## src/rtl/axi_tdd_ng_pkg.sv

```systemverilog
// Shared types and constants for the TDD-NG frame scheduler slice.
// Latency: n/a (declarations only).
// Backpressure: n/a.
package axi_tdd_ng_pkg;

  // Scheduler FSM encoding
  typedef enum logic [1:0] {
    IDLE = 2'd0,
    LOAD = 2'd1,
    RUN  = 2'd2,
    STOP = 2'd3
  } sched_state_t;

  // cfg_field selectors; value 3 is reserved and writes to it are dropped
  localparam logic [1:0] FIELD_FRAME_LEN = 2'd0;
  localparam logic [1:0] FIELD_REPEAT    = 2'd1;
  localparam logic [1:0] FIELD_CH_MASK   = 2'd2;

endpackage

```

## src/rtl/axi_tdd_ng_slot_table.sv

```systemverilog
// Profile table: per-slot frame length, repeat count and channel mask.
// Latency: writes visible the cycle after cfg_wr; read port is combinational.
// Backpressure: none, writes are always accepted.
module axi_tdd_ng_slot_table #(
  parameter int  SLOT_COUNT     = 4,
  parameter int  REGISTER_WIDTH = 32,
  parameter int  REPEAT_WIDTH   = 16,
  parameter int  CHANNEL_COUNT  = 8,
  localparam int SLOT_W         = $clog2(SLOT_COUNT)
) (
  input  logic                      clk,
  input  logic                      rst,
  input  logic                      cfg_wr,
  input  logic [SLOT_W-1:0]         cfg_slot,
  input  logic [1:0]                cfg_field,
  input  logic [31:0]               cfg_data,
  input  logic [SLOT_W-1:0]         rd_slot,
  output logic [REGISTER_WIDTH-1:0] rd_frame_len,
  output logic [REPEAT_WIDTH-1:0]   rd_repeat,
  output logic [CHANNEL_COUNT-1:0]  rd_ch_mask
);
  import axi_tdd_ng_pkg::*;

  logic [REGISTER_WIDTH-1:0] r_len  [SLOT_COUNT];
  logic [REPEAT_WIDTH-1:0]   r_rep  [SLOT_COUNT];
  logic [CHANNEL_COUNT-1:0]  r_mask [SLOT_COUNT];

  // Clear the table on reset; otherwise write the selected field, truncating cfg_data
  always_ff @(posedge clk) begin
    if (rst) begin
      for (int i = 0; i < SLOT_COUNT; i++) begin
        r_len[i]  <= '0;
        r_rep[i]  <= '0;
        r_mask[i] <= '0;
      end
    end else if (cfg_wr) begin
      case (cfg_field)
        FIELD_FRAME_LEN: r_len[cfg_slot]  <= cfg_data[REGISTER_WIDTH-1:0];
        FIELD_REPEAT:    r_rep[cfg_slot]  <= cfg_data[REPEAT_WIDTH-1:0];
        FIELD_CH_MASK:   r_mask[cfg_slot] <= cfg_data[CHANNEL_COUNT-1:0];
        default:         ;
      endcase
    end
  end

  assign rd_frame_len = r_len[rd_slot];
  assign rd_repeat    = r_rep[rd_slot];
  assign rd_ch_mask   = r_mask[rd_slot];

endmodule

```

## src/rtl/axi_tdd_ng_frame_sched.sv

```systemverilog
// Frame scheduler: steps the TDD counter through a sequence of table profiles.
// Latency: tdd_enable 2 cycles after start; new slot outputs 1 cycle after end-of-frame.
// Backpressure: none; stop pre-empts, STOP waits for tdd_active to fall before done.
module axi_tdd_ng_frame_sched #(
  parameter int  SLOT_COUNT     = 4,
  parameter int  REGISTER_WIDTH = 32,
  parameter int  REPEAT_WIDTH   = 16,
  parameter int  CHANNEL_COUNT  = 8,
  localparam int SLOT_W         = $clog2(SLOT_COUNT)
) (
  input  logic                      clk,
  input  logic                      rst,
  input  logic                      cfg_wr,
  input  logic [SLOT_W-1:0]         cfg_slot,
  input  logic [1:0]                cfg_field,
  input  logic [31:0]               cfg_data,
  input  logic [SLOT_W:0]           seq_len,
  input  logic                      loop_en,
  input  logic                      start,
  input  logic                      stop,
  input  logic                      tdd_endof_frame,
  input  logic                      tdd_active,
  output logic                      tdd_enable,
  output logic [REGISTER_WIDTH-1:0] tdd_frame_length,
  output logic [CHANNEL_COUNT-1:0]  tdd_channel_en,
  output logic [SLOT_W-1:0]         cur_slot,
  output logic                      busy,
  output logic                      done,
  output logic                      err
);
  import axi_tdd_ng_pkg::*;

  localparam logic [SLOT_W:0]       LEN_ONE  = (SLOT_W+1)'(1);
  localparam logic [SLOT_W:0]       LEN_MAX  = (SLOT_W+1)'(SLOT_COUNT);
  localparam logic [SLOT_W-1:0]     SLOT_ONE = SLOT_W'(1);
  localparam logic [REPEAT_WIDTH-1:0] REP_ONE = REPEAT_WIDTH'(1);

  sched_state_t              r_state;
  logic [SLOT_W-1:0]         r_slot;
  logic [SLOT_W:0]           r_seq_len;
  logic                      r_loop;
  logic [REPEAT_WIDTH-1:0]   r_rep_cnt;
  logic                      r_enable;
  logic [REGISTER_WIDTH-1:0] r_len;
  logic [CHANNEL_COUNT-1:0]  r_mask;
  logic [SLOT_W-1:0]         r_cur_slot;
  logic                      r_done;
  logic                      r_err;

  logic                      w_seq_ok;
  logic                      w_last;
  logic [SLOT_W-1:0]         w_next_slot;
  logic [SLOT_W-1:0]         w_rd_slot;
  logic [REGISTER_WIDTH-1:0] w_rd_len;
  logic [REPEAT_WIDTH-1:0]   w_rd_rep;
  logic [CHANNEL_COUNT-1:0]  w_rd_mask;

  assign w_seq_ok    = (seq_len != '0) && (seq_len <= LEN_MAX);
  assign w_last      = ({1'b0, r_slot} == (r_seq_len - LEN_ONE));
  assign w_next_slot = w_last ? '0 : (r_slot + SLOT_ONE);
  // In RUN the only table read that matters is the in-place load of the next slot
  assign w_rd_slot   = (r_state == RUN) ? w_next_slot : r_slot;

  axi_tdd_ng_slot_table #(
    .SLOT_COUNT    (SLOT_COUNT),
    .REGISTER_WIDTH(REGISTER_WIDTH),
    .REPEAT_WIDTH  (REPEAT_WIDTH),
    .CHANNEL_COUNT (CHANNEL_COUNT)
  ) u_table (
    .clk         (clk),
    .rst         (rst),
    .cfg_wr      (cfg_wr),
    .cfg_slot    (cfg_slot),
    .cfg_field   (cfg_field),
    .cfg_data    (cfg_data),
    .rd_slot     (w_rd_slot),
    .rd_frame_len(w_rd_len),
    .rd_repeat   (w_rd_rep),
    .rd_ch_mask  (w_rd_mask)
  );

  // Sequencer FSM with repeat counter; done/err are single-cycle pulses
  always_ff @(posedge clk) begin
    if (rst) begin
      r_state    <= IDLE;
      r_slot     <= '0;
      r_seq_len  <= '0;
      r_loop     <= 1'b0;
      r_rep_cnt  <= '0;
      r_enable   <= 1'b0;
      r_len      <= '0;
      r_mask     <= '0;
      r_cur_slot <= '0;
      r_done     <= 1'b0;
      r_err      <= 1'b0;
    end else begin
      r_done <= 1'b0;
      r_err  <= 1'b0;
      case (r_state)
        IDLE: begin
          // stop in the same cycle cancels the start entirely
          if (start && !stop) begin
            if (w_seq_ok) begin
              r_seq_len <= seq_len;
              r_loop    <= loop_en;
              r_slot    <= '0;
              r_state   <= LOAD;
            end else begin
              r_err <= 1'b1;
            end
          end
        end
        LOAD: begin
          r_len      <= w_rd_len;
          r_mask     <= w_rd_mask;
          r_cur_slot <= r_slot;
          r_rep_cnt  <= w_rd_rep;
          r_enable   <= 1'b1;
          r_state    <= RUN;
        end
        RUN: begin
          if (stop) begin
            r_enable <= 1'b0;
            r_state  <= STOP;
          end else if (tdd_endof_frame) begin
            if (r_rep_cnt != '0) begin
              r_rep_cnt <= r_rep_cnt - REP_ONE;
            end else if (!w_last || r_loop) begin
              r_slot     <= w_next_slot;
              r_cur_slot <= w_next_slot;
              r_len      <= w_rd_len;
              r_mask     <= w_rd_mask;
              r_rep_cnt  <= w_rd_rep;
            end else begin
              r_enable <= 1'b0;
              r_state  <= STOP;
            end
          end
        end
        STOP: begin
          r_enable <= 1'b0;
          if (!tdd_active) begin
            r_state    <= IDLE;
            r_done     <= 1'b1;
            r_cur_slot <= '0;
            r_mask     <= '0;
          end
        end
        default: r_state <= IDLE;
      endcase
    end
  end

  assign tdd_enable       = r_enable;
  assign tdd_frame_length = r_len;
  assign tdd_channel_en   = r_mask;
  assign cur_slot         = r_cur_slot;
  assign busy             = (r_state != IDLE);
  assign done             = r_done;
  assign err              = r_err;

endmodule
```

## config.mk

```make
export PLATFORM = sky130hd
export DESIGN_NAME = axi_tdd_ng_frame_sched
export DESIGN_NICKNAME = d
export VERILOG_FILES = /design/src/rtl/axi_tdd_ng_pkg.sv /design/src/rtl/axi_tdd_ng_slot_table.sv /design/src/rtl/axi_tdd_ng_frame_sched.sv
export SDC_FILE = /design/constraint.sdc
export NUM_CORES = 1
export LEC_CHECK = 0
export ABC_CLOCK_PERIOD_IN_PS = 4000
export CORE_MARGIN = 2
export CORE_UTILIZATION = 54
export DETAILED_ROUTE_END_ITERATION = 12
export PLACE_DENSITY = 0.76
export SYNTH_ARGS = -nofsm -noshare
export SYNTH_HDL_FRONTEND = slang
export SYNTH_SLANG_ARGS = --single-unit
```

## constraint.sdc

```tcl
create_clock -name clk -period 4 [get_ports clk]
set_input_delay 0.8 -clock clk [delete_from_list [all_inputs] [get_ports clk]]
set_output_delay 0.8 -clock clk [all_outputs]
set_load 0.02 [all_outputs]
```

; ---- After elaboration in Yosys (flattened, before gate mapping)
; Memory sizes are Yosys's and may differ from the RTL's.
; Index checks and enable logic that the tools add are counted.
[op_classes]
add_sub_neg = 3
n_lt_le_gt_ge = 1
eq_ne = 17
mux = 64
bitwise_logic = 3
reduce_logical = 25
[ops]
columns = cell, n
row1 = $mux 32, 5
row2 = $mux 16, 5
row3 = $pmux 32 s2, 1
row4 = $mux 8, 6
row5 = $mux 2, 18
row6 = $pmux 16 s2, 1
row7 = $reduce_or 32->1, 1
row8 = $pmux 8 s3, 1
row9 = $mux 1, 23
row10 = $reduce_bool 16->1, 1
row11 = $reduce_or 16->1, 1
row12 = $sub 16x1->16 const B, 1
row13 = $ne 2x2->1 const B, 6
row14 = $reduce_and 6->1, 2
row15 = $ne 3x3->1 const B, 3
row16 = $pmux 2 s4, 1
row17 = $reduce_and 4->1, 2
row18 = $reduce_or 8->1, 1
row19 = $reduce_and 7->1, 1
row20 = $eq 2x2->1 const B, 3
row21 = $pmux 2 s3, 1
row22 = $reduce_bool 2->1, 3
row23 = $reduce_bool 3->1, 2
row24 = $reduce_and 5->1, 1
row25 = other kinds (17), 23
[totals]
reg_bits = 69
mem_bits_rw = 224
input_bits = 47
output_inout_bits = 46
wordCells = 127
n_memories = 3
[mem_list]
columns = memory, depth, word_bits, rd, rd_ports_with_merged_regs, wr, line_no
row1 = u_table.r_len, 4, 32, 1, 0, 4, axi_tdd_ng_slot_table.sv:24  ; logic [REGISTER_WIDTH-1:0] r_len [SLOT_COUNT];
row2 = u_table.r_rep, 4, 16, 1, 0, 4, axi_tdd_ng_slot_table.sv:25  ; logic [REPEAT_WIDTH-1:0] r_rep [SLOT_COUNT];
row3 = u_table.r_mask, 4, 8, 1, 0, 4, axi_tdd_ng_slot_table.sv:26  ; logic [CHANNEL_COUNT-1:0] r_mask [SLOT_COUNT];

; ---- Logic depth before layout (Yosys ltp)
; Gate-level depths: netlist of the first run.
; An unclocked memory read counts as a cell.
[logic_depth]
depth_word = 10
mapped_depth = 11
ltp_nobuf = 8

; ---- Modules after synthesis
; From an unflattened synthesis of the first run, not the netlist that was laid out.
[unflattened]
cells_unflattened = 1017
area_unflattened_um2 = 13716.9
[modules_own_cells]
columns = module, n_inst, cells_each, area_per_inst_um2, seq_area_each_um2
row1 = axi_tdd_ng_slot_table, 1, 627, 10257.3, 6726.5
row2 = axi_tdd_ng_frame_sched, 1, 390, 3459.6, 1381.3

; ---- Worst setup path before layout of the first run
; OpenSTA, ideal clock, no wires.
[synth_timing]
path_type = input to register
startpoint = in rst
endpoint = mem u_table.r_len[1][0], enable pin
setup_ps = 466
t_arrival_ps = 3751
t_required_ps = 3534
path_slack_ps = -217
cell_stages = 4
path_buffers = 1
cell_sequence = clkbuf_1 -> nor2_1 -> nand2_1 -> o21ai_0
[synth_lines]
columns = item, line_no
row1 = start: declaration, axi_tdd_ng_frame_sched.sv:12  ; input logic rst,
row2 = end: declaration, axi_tdd_ng_slot_table.sv:24

; ---- Worst setup path after layout of the first run
[layout_timing]
startpoint = reg r_rep_cnt[0]
endpoint = reg r_len[24], in the netlist tdd_frame_length[24]
[layout_between]
elab_chain_cells = 3
[layout_lines]
columns = item, line_no
row1 = start: declaration, axi_tdd_ng_frame_sched.sv:42  ; logic [REPEAT_WIDTH-1:0] r_rep_cnt;
row2 = start signal: assignment, axi_tdd_ng_frame_sched.sv:117  ; r_rep_cnt <= w_rd_rep;
row3 = start signal: assignment, axi_tdd_ng_frame_sched.sv:127  ; r_rep_cnt <= r_rep_cnt - REP_ONE;
row4 = start signal: assignment, axi_tdd_ng_frame_sched.sv:133  ; r_rep_cnt <= w_rd_rep;
row5 = $reduce_bool 16->1, axi_tdd_ng_frame_sched.sv:126  ; if (r_rep_cnt != '0) begin
row6 = $ne 2x2->1 (no line), --
row7 = $reduce_and 5->1 (no line), --
row8 = end signal: assignment, axi_tdd_ng_frame_sched.sv:114  ; r_len <= w_rd_len;
row9 = end signal: assignment, axi_tdd_ng_frame_sched.sv:131  ; r_len <= w_rd_len;
row10 = end: declaration, axi_tdd_ng_frame_sched.sv:44  ; logic [REGISTER_WIDTH-1:0] r_len;
; No other way between the ends.
; A chain may end at the register's enable or synchronous reset.

==> impl_metrics.ini, run 1 <==
[clock_network]
cts_tree = done
cts_max_path_buffers = 3
cts_resized = 0
clock-sinks = 293
cts-htree-levels = 1
cts_root_buf = clkbuf_16
clk_pin_slew_ns = 0.06
numCtsBuffers = 31
clkLatencyLatePin_ns = 0.58
post-cts-setup-buffer-count = 0
hold_buffers = 0

[placement]
portBuffers = 92
post-dp-hpwl_mm = 25.5
placed_area_sq_um = 16400
gp_congestion = 0.868

[setup_path]
path_cells = inv_1 > ha_1 > or3b_2 > o41ai_4 > o311a_2 > and2_4 > o221ai_1 > o21ai_0
worst_path_largest_cell_delay_ns = 0.59
critPathLaunchType = flop
cp_data_arrival_time_ns = 3.71
end_kind = flop
critPathRequiredTime_ns = 4.50
crit_fanout = 38
critical_path_class = reg2reg
r2r-start = r_rep_cnt[0]$_SDFFE_PP0P_
r2r_cells = 8
crit_path_start = r_rep_cnt[0]$_SDFFE_PP0P_
worst_path_max_delay_cell = and2_4

[timing]
setup_violations = 0
skew_ns = 0.0206
slew-limit-headroom_pct = 25.0
fmax_ghz = 0.312
worst_slew_pin_slew_ns = 1.12
rsz0062_at_grt = false
maxSlewViolCount = 0
finalHoldViolations = 0
period_share_pct = 80.2
period_minus_slack_ns = 3.21
fin_setup_tns_ns = 0

[run]
max_cap_viol_count = 0

[power_and_ir_drop]
vdd_drop_max_v = 0.000356
p_per_area_nw_per_um2 = 562
p_leak_nw = 5.94

[detailed_routing]
first_pass_iters = 5
num_vias = 11834
drt-initial-drc-count = 1582
post_drt_wl_per_cell_um = 23.8
routed.top_layer = met4
postRouteAntennaNets = 0
drc = 0
via_per_inst = 6.53
met2_length_mm = 20.8
drt-total-wl_mm = 43.1
met1_length_mm = 17.1
wl_met3_mm = 3.87

[global_route]
grt_pass1_wl_mm = 66.3
grt_max_degree = 59
antenna_found_initial = 2
grt_pass1_vias = 11767
overflow = 0
grtUsageTotal_pct = 29.4

[logic_synthesis]
synth_ff_type = edfxtp_1
synth_cells = 1355
yosysWarnings = 0
ys_seq_elements = 293
synth_area_sq_um = 15000
synth-edff-count = 224
syn_avg_cell_area_sq_um = 11.1
syn-num-nets = 1408
ys_async_sr_fraction_pct = 0
synth_cell_type_count = 71
yosysSeqAreaShare_pct = 54.0

[floorplanning]
initial_utilization_pct = 54.5
die_h_um = 171
rows = 61
die_area_sq_um = 29100
pin_count = 93
die_x_um = 171
core_area_sq_um = 27600

[worst_hold_path]
hp-start = tdd_frame_length[2]$_SDFFE_PP0P_
whs_path_depth = 2
hp-class = reg2reg

[run_status]
status = complete, no violations

[finish]
area_delta_synth_final_pct = 16.0
stdcell_area_sq_um = 17400
layout_common_cells = 224 x edfxtp_1, 192 x and2_1, 92 x clkdlybuf4s50_1, 82 x nand2_1, 67 x dfxtp_1
final_common_cell = edfxtp_1
fin_nets = 1462
drive_gt1_share_pct = 12.5
worst max-delay path: cells and delay by family, from the launching register on:
family	cells	cell delay, ns
compound gates	4	1.34
simple gates	2	1.10
flops	1	0.36
fa+ha+maj	1	0.18
buf+inv	1	0.12
layer usage:
metal / global-route usage, % / vias to the layer above
met4: 11.0 / 0
met5: 0 / -
met1: 39.3 / 5744
li1: - / 5325
met3: 3.93 / 104
met2: 49.0 / 661
power breakdown:
group | internal, W | total, W | switching, W | leakage, nW
Sequential | 0.00366 | 0.00399 | 0.000330 | 2.71
Clock | 0.00173 | 0.00295 | 0.00122 | 0.523
Combinational | 0.00113 | 0.00283 | 0.00170 | 2.71
Total | 0.00653 | 0.00978 | 0.00324 | 5.94
area by class of cell:
cell class                      instances  area (sq um)
Timing Repair Buffer                  136          1260
Inverter                               11          41.3
Antenna cell                            1          2.50
Clock inverter                         22           224
Clock buffer                           36           825
Sequential cell                       293          8110
Multi-Input combinational cell        936          6460
Fill cell                            2082         10100
Tap cell                              378           473
logic make-up after synthesis:
family	synth area share (%)
AOI/OAI and AO/OA	17.8
xor gates and xnor gates	0.233
adders and majority gates	0.500
buffers and inverters	3.44
DFF	54.0
muxes	7.34
and+or+nand+nor	16.6
metrics by stage:
step | std cells | util, % | hold WS (ns) | setup WS [ns] | power [W]
after global routing | 1812 | 63.2 | 0.473 | 0.604 | 0.0102
after global placement | 1754 | 59.3 | 0.441 | 0.879 | 0.00675
after CTS | 1812 | 63.2 | 0.451 | 0.882 | 0.00974
final | 1813 | 63.2 | 0.450 | 0.792 | 0.00978
after floorplan | 1355 | - | 0.455 | 0.0220 | 0.00581
after detailed placement | 1754 | 59.3 | 0.442 | 0.819 | 0.00681
sequential cells by signal, indices dropped and copies added, names as in the netlist:
name,count
tdd_frame_length,32
r_seq_len,3
cur_slot,2
r_rep_cnt,16
r_slot,2
u_table.r_mask,32
tdd_channel_en,8
r_loop,1
err,1
r_state,2
u_table.r_rep,64
tdd_enable,1
done,1
u_table.r_len,128
synth_stat cells (6+ instances only):
cell / count / share of area [%]
nand2_1: 82 / 2.1
buf_1: 16 / 0.40
nand3_1: 22 / 0.73
nor4_1: 7 / 0.29
o21ai_0: 62 / 2.1
a22oi_1: 42 / 2.1
nor3_1: 22 / 0.73
o21ai_1: 17 / 0.57
o2111ai_1: 6 / 0.35
a32o_1: 9 / 0.60
mux2_2: 39 / 2.9
inv_1: 10 / 0.25
o221ai_1: 64 / 3.7
and3_1: 35 / 1.5
ha_1: 6 / 0.50
o22ai_1: 57 / 2.4
nor2b_1: 6 / 0.25
mux2i_1: 64 / 4.3
dfxtp_1: 69 / 9.2
or2_2: 6 / 0.25
o221ai_2: 14 / 1.4
nor2_1: 54 / 1.4
a21oi_1: 40 / 1.3
clkbuf_1: 86 / 2.2
edfxtp_1: 224 / 45
or3_1: 11 / 0.46
and2_1: 192 / 8.0
buf_2: 8 / 0.27
path summary, 6_finish.rpt:
check                           slack [ns]                                 to
worst max-delay path                  0.79  tdd_frame_length[24]$_SDFFE_PP0P_
worst min-delay path                  0.45   tdd_frame_length[2]$_SDFFE_PP0P_
worst max register to register        0.79  tdd_frame_length[24]$_SDFFE_PP0P_
worst min register to register        0.45   tdd_frame_length[2]$_SDFFE_PP0P_
No activity file was read; power rests on OpenSTA's default activity.
==> inputs of run 2 (changes only) <==
--- a/config.mk
+++ b/config.mk
@@ -5,7 +5,7 @@
 export SDC_FILE = /design/constraint.sdc
 export NUM_CORES = 1
 export LEC_CHECK = 0
-export ABC_CLOCK_PERIOD_IN_PS = 4000
+export ABC_CLOCK_PERIOD_IN_PS = 2800
 export CORE_MARGIN = 2
 export CORE_UTILIZATION = 54
 export DETAILED_ROUTE_END_ITERATION = 12
==> constraint.sdc (replaced) <==
create_clock -name clk -period 2.8 [get_ports clk]
set_input_delay 0.56 -clock clk [delete_from_list [all_inputs] [get_ports clk]]
set_output_delay 0.56 -clock clk [all_outputs]
set_load 0.02 [all_outputs]
==> run 2 against run 1 <==
  * Sequential power rose by 42%
  * Utilization rose by 1.8 points
  * Wire length fell by 1.4%
  * First-iteration DRC count fell by 14%
  * Flip-flop and latch count did not move
  * Global-route usage fell by 0.40 points
  * Cell count rose by 2.0%
  * Sequential share of layout area fell by 1.3 points
  * Register-to-register slack got worse by 0.64 ns
  * Critical endpoint is now busy
  * Design area rose by 2.8%
==> impl_metrics.ini, run 2 (synthesized netlist as in run 1, its figures left out) <==
[run_status]
status = complete, no violations

[floorplanning]
initial_utilization_pct = 54.5
die_h_um = 171
die_x_um = 171
rows = 61
pin_count = 93
die_area_sq_um = 29100
core_area_sq_um = 27600

[detailed_routing]
first_pass_iters = 6
num_vias = 12101
drt-total-wl_mm = 42.6
drt-initial-drc-count = 1365
postRouteAntennaNets = 0
post_drt_wl_per_cell_um = 23.0
via_per_inst = 6.54
drc = 0

[global_route]
grt_pass1_wl_mm = 65.7
grt_max_degree = 73
overflow = 0
grt_pass1_vias = 11919
antenna_found_initial = 0
grtUsageTotal_pct = 29.0

[power_and_ir_drop]
p_leak_nw = 6.17
vdd_drop_max_v = 0.000532
power_frac_clock_pct = 29.7
p_switching_w = 0.00466
seqPwrFrac_pct = 39.5
p_per_area_nw_per_um2 = 805
p_int_w = 0.00974
p_comb_share_pct = 30.9
swShare_pct = 32.4

[timing]
skew_ns = 0.0215
fmax_ghz = 0.372
setup_violations = 0
period_minus_slack_ns = 2.69
rsz0062_at_grt = false
setup_ws_ns = 0.114
worst_slew_pin_slew_ns = 1.00
fin_setup_tns_ns = 0
maxSlewViolCount = 0
period_share_pct = 95.9
slew-limit-headroom_pct = 32.9
finalHoldViolations = 0

[placement]
placed_area_sq_um = 16800
gp_congestion = 0.892
post-dp-hpwl_mm = 26.9
portBuffers = 92
pre_cts_slack_ns = 0.0963

[setup_path]
r2r_slack_ns = 0.15
reg2reg_to = r_slot[1]$_SDFFE_PP0P_
r2r_cells = 9
cp_data_arrival_time_ns = 2.13
critPathRequiredTime_ns = 2.24
crit_fanout = 6
r2r-start = r_rep_cnt[0]$_SDFFE_PP0P_
critical_path_class = reg2out
critPathLaunchType = flop
end_kind = output port

[finish]
stdcell_area_sq_um = 17900
area_delta_synth_final_pct = 19.2
final_common_cell = edfxtp_1
fillers = 2132
fin_nets = 1500
layout_common_cells = 224 x edfxtp_1, 192 x and2_1, 92 x clkdlybuf4s50_1, 82 x nand2_1, 67 x dfxtp_1
largest_reg_flops = 128
num_antenna_cells = 0
largestRegisters = u_table.r_len x128, u_table.r_rep x64
drive_gt1_share_pct = 14.1
top_register = u_table.r_len

[worst_hold_path]
whs_path_depth = 2
hp-start = tdd_frame_length[5]$_SDFFE_PP0P_
hp-class = reg2reg
hold_end = tdd_frame_length[5]$_SDFFE_PP0P_

[clock_network]
cts_max_path_buffers = 3
hold_buffers = 0
clk_pin_slew_ns = 0.06
cts_tree = done
cts-htree-levels = 1
clock-sinks = 293
clkLatencyLatePin_ns = 0.57
numCtsBuffers = 31
cts_root_buf = clkbuf_16

[run]
max_cap_viol_count = 0
-- run 2: cell count changes in the layout (fill, tap and decap cells not counted), moves of 2 or more --
cell	change
clkbuf_1	+8
buf_4	+22
bufinv_16	+2
clkinv_2	-8
clkbuf_8	-3
buf_12	+16
-- run 2: routing by layer --
metal | part of all wire [%] | track usage, % | vias up
met3 | 9.2 | 4.12 | 122
met5 | 0 | 0 | -
met2 | 49 | 48.0 | 686
met1 | 39 | 38.5 | 5907
li1 | - | - | 5386
met4 | 3.0 | 11.9 | 0
-- run 2: area by class of cell --
class,count,area (sq um),share of cell area (%)
well taps,378,473,2.64
flip-flops and latches,293,8110,45.3
repair buffers,174,1750,9.78
inverters,11,41.3,0.231
clock buffers,41,813,4.55
multi-input cells,936,6460,36.1
clock inverters,17,235,1.31
-- run 2: power groups by stage --
stage | clock network, W | logic (W) | registers [W]
after floorplan | 0 | 0.00241 | 0.00589
after global placement | 0 | 0.00423 | 0.00574
after detailed placement | 0 | 0.00431 | 0.00575
after CTS | 0.00430 | 0.00433 | 0.00567
after global routing | 0.00446 | 0.00479 | 0.00574
final | 0.00427 | 0.00445 | 0.00568
-- run 2: critical path, stage by stage (launching register included) --
cell and delay, ns:
dfxtp_1 0.36, inv_1 0.10, ha_1 0.32, inv_1 0.16, clkdlybuf4s50_1 0.62
-- run 2: what timing repair did --
item / CTS / global route
setup buffers: 0 / 6
setup endpoints to repair: 0 / 3
gates resized for setup: 0 / 1
-- run 2: worst max path at each step --
stage,from,end,depth (start not counted)
2_1_floorplan,cfg_wr,u_table.r_len[3][0]$_DFFE_PP_,4
3_3_place_gp,rst,u_table.r_rep[2][14]$_SDFFCE_PN0P_,5
3_5_place_dp,rst,u_table.r_rep[2][12]$_SDFFCE_PN0P_,5
4_1_cts,r_state[0]$_SDFFE_PP0P_,busy,4
5_1_grt,r_state[0]$_SDFFE_PP0P_,busy,4
6_report,r_state[0]$_SDFFE_PP0P_,busy,4
-- run 2: through the flow --
step	power, W	hold WS [ns]	utilization (%)	instances
after global placement	0.00997	0.446	60.9	1786
after detailed placement	0.0101	0.446	60.9	1786
after CTS	0.0143	0.454	64.7	1844
final	0.0144	0.451	64.9	1850
after global routing	0.0150	0.472	64.9	1850
after floorplan	0.00830	0.455	-	1355
==> inputs of run 3 (changes only) <==
--- a/config.mk
+++ b/config.mk
@@ -9,6 +9,7 @@
 export CORE_MARGIN = 2
 export CORE_UTILIZATION = 54
 export DETAILED_ROUTE_END_ITERATION = 12
+export GPL_TIMING_DRIVEN = 0
 export PLACE_DENSITY = 0.76
 export SYNTH_ARGS = -nofsm -noshare
 export SYNTH_HDL_FRONTEND = slang
==> run 3 against run 2 <==
  * Sequential power hardly changed
  * Via count is 3.4% higher
  * Flip-flop and latch count stayed put
  * Design area hardly changed
  * Sequential share of layout area hardly changed
  * Fmax is 3.6% lower
  * First-iteration DRC count is 26% higher
  * Hold slack worse by 0.0045 ns
  * Combinational power is 2% lower
  * Highest routed layer is now met5
==> impl_metrics.ini, run 3 (synthesized netlist as in run 1, its figures left out) <==
[finish]
final_common_cell = edfxtp_1
fin_nets = 1544
num_antenna_cells = 0
area_delta_synth_final_pct = 19.2
largestRegisters = u_table.r_len x128, u_table.r_rep x64
stdcell_area_sq_um = 17900
largest_reg_flops = 128
finalNonFillerCells = 1895
top_register = u_table.r_len
fillers = 2091
drive_gt1_share_pct = 13.7
layout_common_cells = 224 x edfxtp_1, 192 x and2_1, 91 x clkdlybuf4s50_1, 82 x nand2_1, 68 x dfxtp_1

[power_and_ir_drop]
vdd_drop_max_v = 0.000580
p_per_area_nw_per_um2 = 814
p_leak_nw = 6.14

[floorplanning]
initial_utilization_pct = 54.5
rows = 61
die_area_sq_um = 29100
die_h_um = 171
core_area_sq_um = 27600
pin_count = 93
die_x_um = 171

[timing]
fin_setup_tns_ns = 0
period_minus_slack_ns = 2.79
finalHoldViolations = 0
fmax_ghz = 0.359
setup_violations = 0
period_share_pct = 99.5
skew_ns = 0.0188
maxSlewViolCount = 0
worst_slew_pin_slew_ns = 1.16
slew-limit-headroom_pct = 22.1

[global_route]
antenna_found_initial = 2
grt_pass1_vias = 12107
grtUsageTotal_pct = 32.3
grt_max_degree = 25
overflow = 0
grt_pass1_wl_mm = 70.6

[worst_hold_path]
hp-class = reg2reg

[placement]
dp_cells = 1828
placed_area_sq_um = 16500
post-dp-hpwl_mm = 31.8
portBuffers = 91
gp_congestion = 0.948

[setup_path]
worst_path_max_delay_cell = dfxtp_2
critPathRequiredTime_ns = 3.18
worst_path_largest_cell_delay_ns = 0.40
critPathLaunchType = flop
end_kind = flop
cp_data_arrival_time_ns = 3.17
cp_top_family = buffers and inverters
path_cells = inv_1 > ha_2 > xor2_1 > and3_1 > or3_1 > clkbuf_1 > clkbuf_2 > o211ai_1 > o22ai_1
critical_path_class = reg2reg
crit_fanout = 10
path_buf_inv = 3

[detailed_routing]
num_vias = 12515
drt-initial-drc-count = 1716
drc = 0
postRouteAntennaNets = 0
post_drt_wl_per_cell_um = 25.0
drt-total-wl_mm = 47.5
via_per_inst = 6.60
first_pass_iters = 6

[run]
max_cap_viol_count = 0

[clock_network]
clk_pin_slew_ns = 0.06
hold_buffers = 0
cts_max_path_buffers = 3
numCtsBuffers = 34
clock-sinks = 293
cts_root_buf = clkbuf_16
cts_tree = done
clkLatencyLatePin_ns = 0.53
cts-htree-levels = 2

[run_status]
status = complete, no violations
[run 3: cell count changes in the layout (fill, tap and decap cells not counted), sizes merged]
cell	before	now
clkinv	9	7
buf	82	33
clkbuf	41	138
bufinv	6	3
clkdlybuf4s15	0	2
or2	6	7
clkdlybuf4s50	92	91
[run 3: stage by stage]
step / hold WS, ns / util (%) / power (W) / setup WS [ns]
floorplan: 0.455 / - / 0.00830 / -0.0832
global placement: 0.439 / 59.5 / 0.00977 / -2.06
detailed placement: 0.441 / 59.9 / 0.00985 / -1.36
CTS: 0.449 / 64.6 / 0.0144 / -0.0379
global route: 0.474 / 64.9 / 0.0151 / -0.00472
finish: 0.447 / 64.9 / 0.0146 / 0.0142
[run 3: power by group]
part           switching (W)  internal [W]  total [W]  leakage, nW
Sequential          0.000436       0.00524    0.00567         2.70
Clock                0.00182       0.00269    0.00451        0.545
Combinational        0.00261       0.00177    0.00438         2.89
[run 3: worst paths after layout]
| path | from | endpoint | slack [ns] | cells past startpoint |
|---|---|---|---|---|
| max | r_seq_len[0]$_SDFFE_PP0P_ | r_rep_cnt[0]$_SDFFE_PP0P_ | 0.01 | 9 |
| min | tdd_frame_length[29]$_SDFFE_PP0P_ | tdd_frame_length[29]$_SDFFE_PP0P_ | 0.45 | 2 |
| max reg2reg | r_seq_len[0]$_SDFFE_PP0P_ | r_rep_cnt[0]$_SDFFE_PP0P_ | 0.01 | 9 |
| min reg2reg | tdd_frame_length[29]$_SDFFE_PP0P_ | tdd_frame_length[29]$_SDFFE_PP0P_ | 0.45 | 2 |
[run 3: tightest hold or removal path, cell delays in order (launching register included)]
cell	delay, ns
dfxtp_1	0.31
nand2_1	0.05
o21ai_1	0.05
[run 3: final cells by class]
cell class | instances | area (sq um) | share of cell area (%)
sequential | 293 | 8110 | 45.3
multi-input combinational | 937 | 6540 | 36.5
timing repair buffer | 101 | 1030 | 5.74
clock buffer | 50 | 962 | 5.38
buffer | 113 | 578 | 3.23
tap | 378 | 473 | 2.64
clock inverter | 12 | 159 | 0.888
inverter | 11 | 42.5 | 0.238
[run 3: per-layer routing]
metal | wire, um | global-route usage [%] | up-vias
li1 | - | - | 5485
met1 | 18000 | 41.0 | 6043
met2 | 22400 | 52.6 | 830
met3 | 5180 | 6.87 | 153
met4 | 1870 | 16.1 | 4
met5 | 27 | 0 | -
[run 3: what timing repair did]
item                       in CTS  in global routing
setup endpoints to repair     177                124
buffers inserted                3                  3
resized for setup              56                 52
hold endpoints to repair        0                  0
cloned                          1                  0
pin swaps                       2                  2
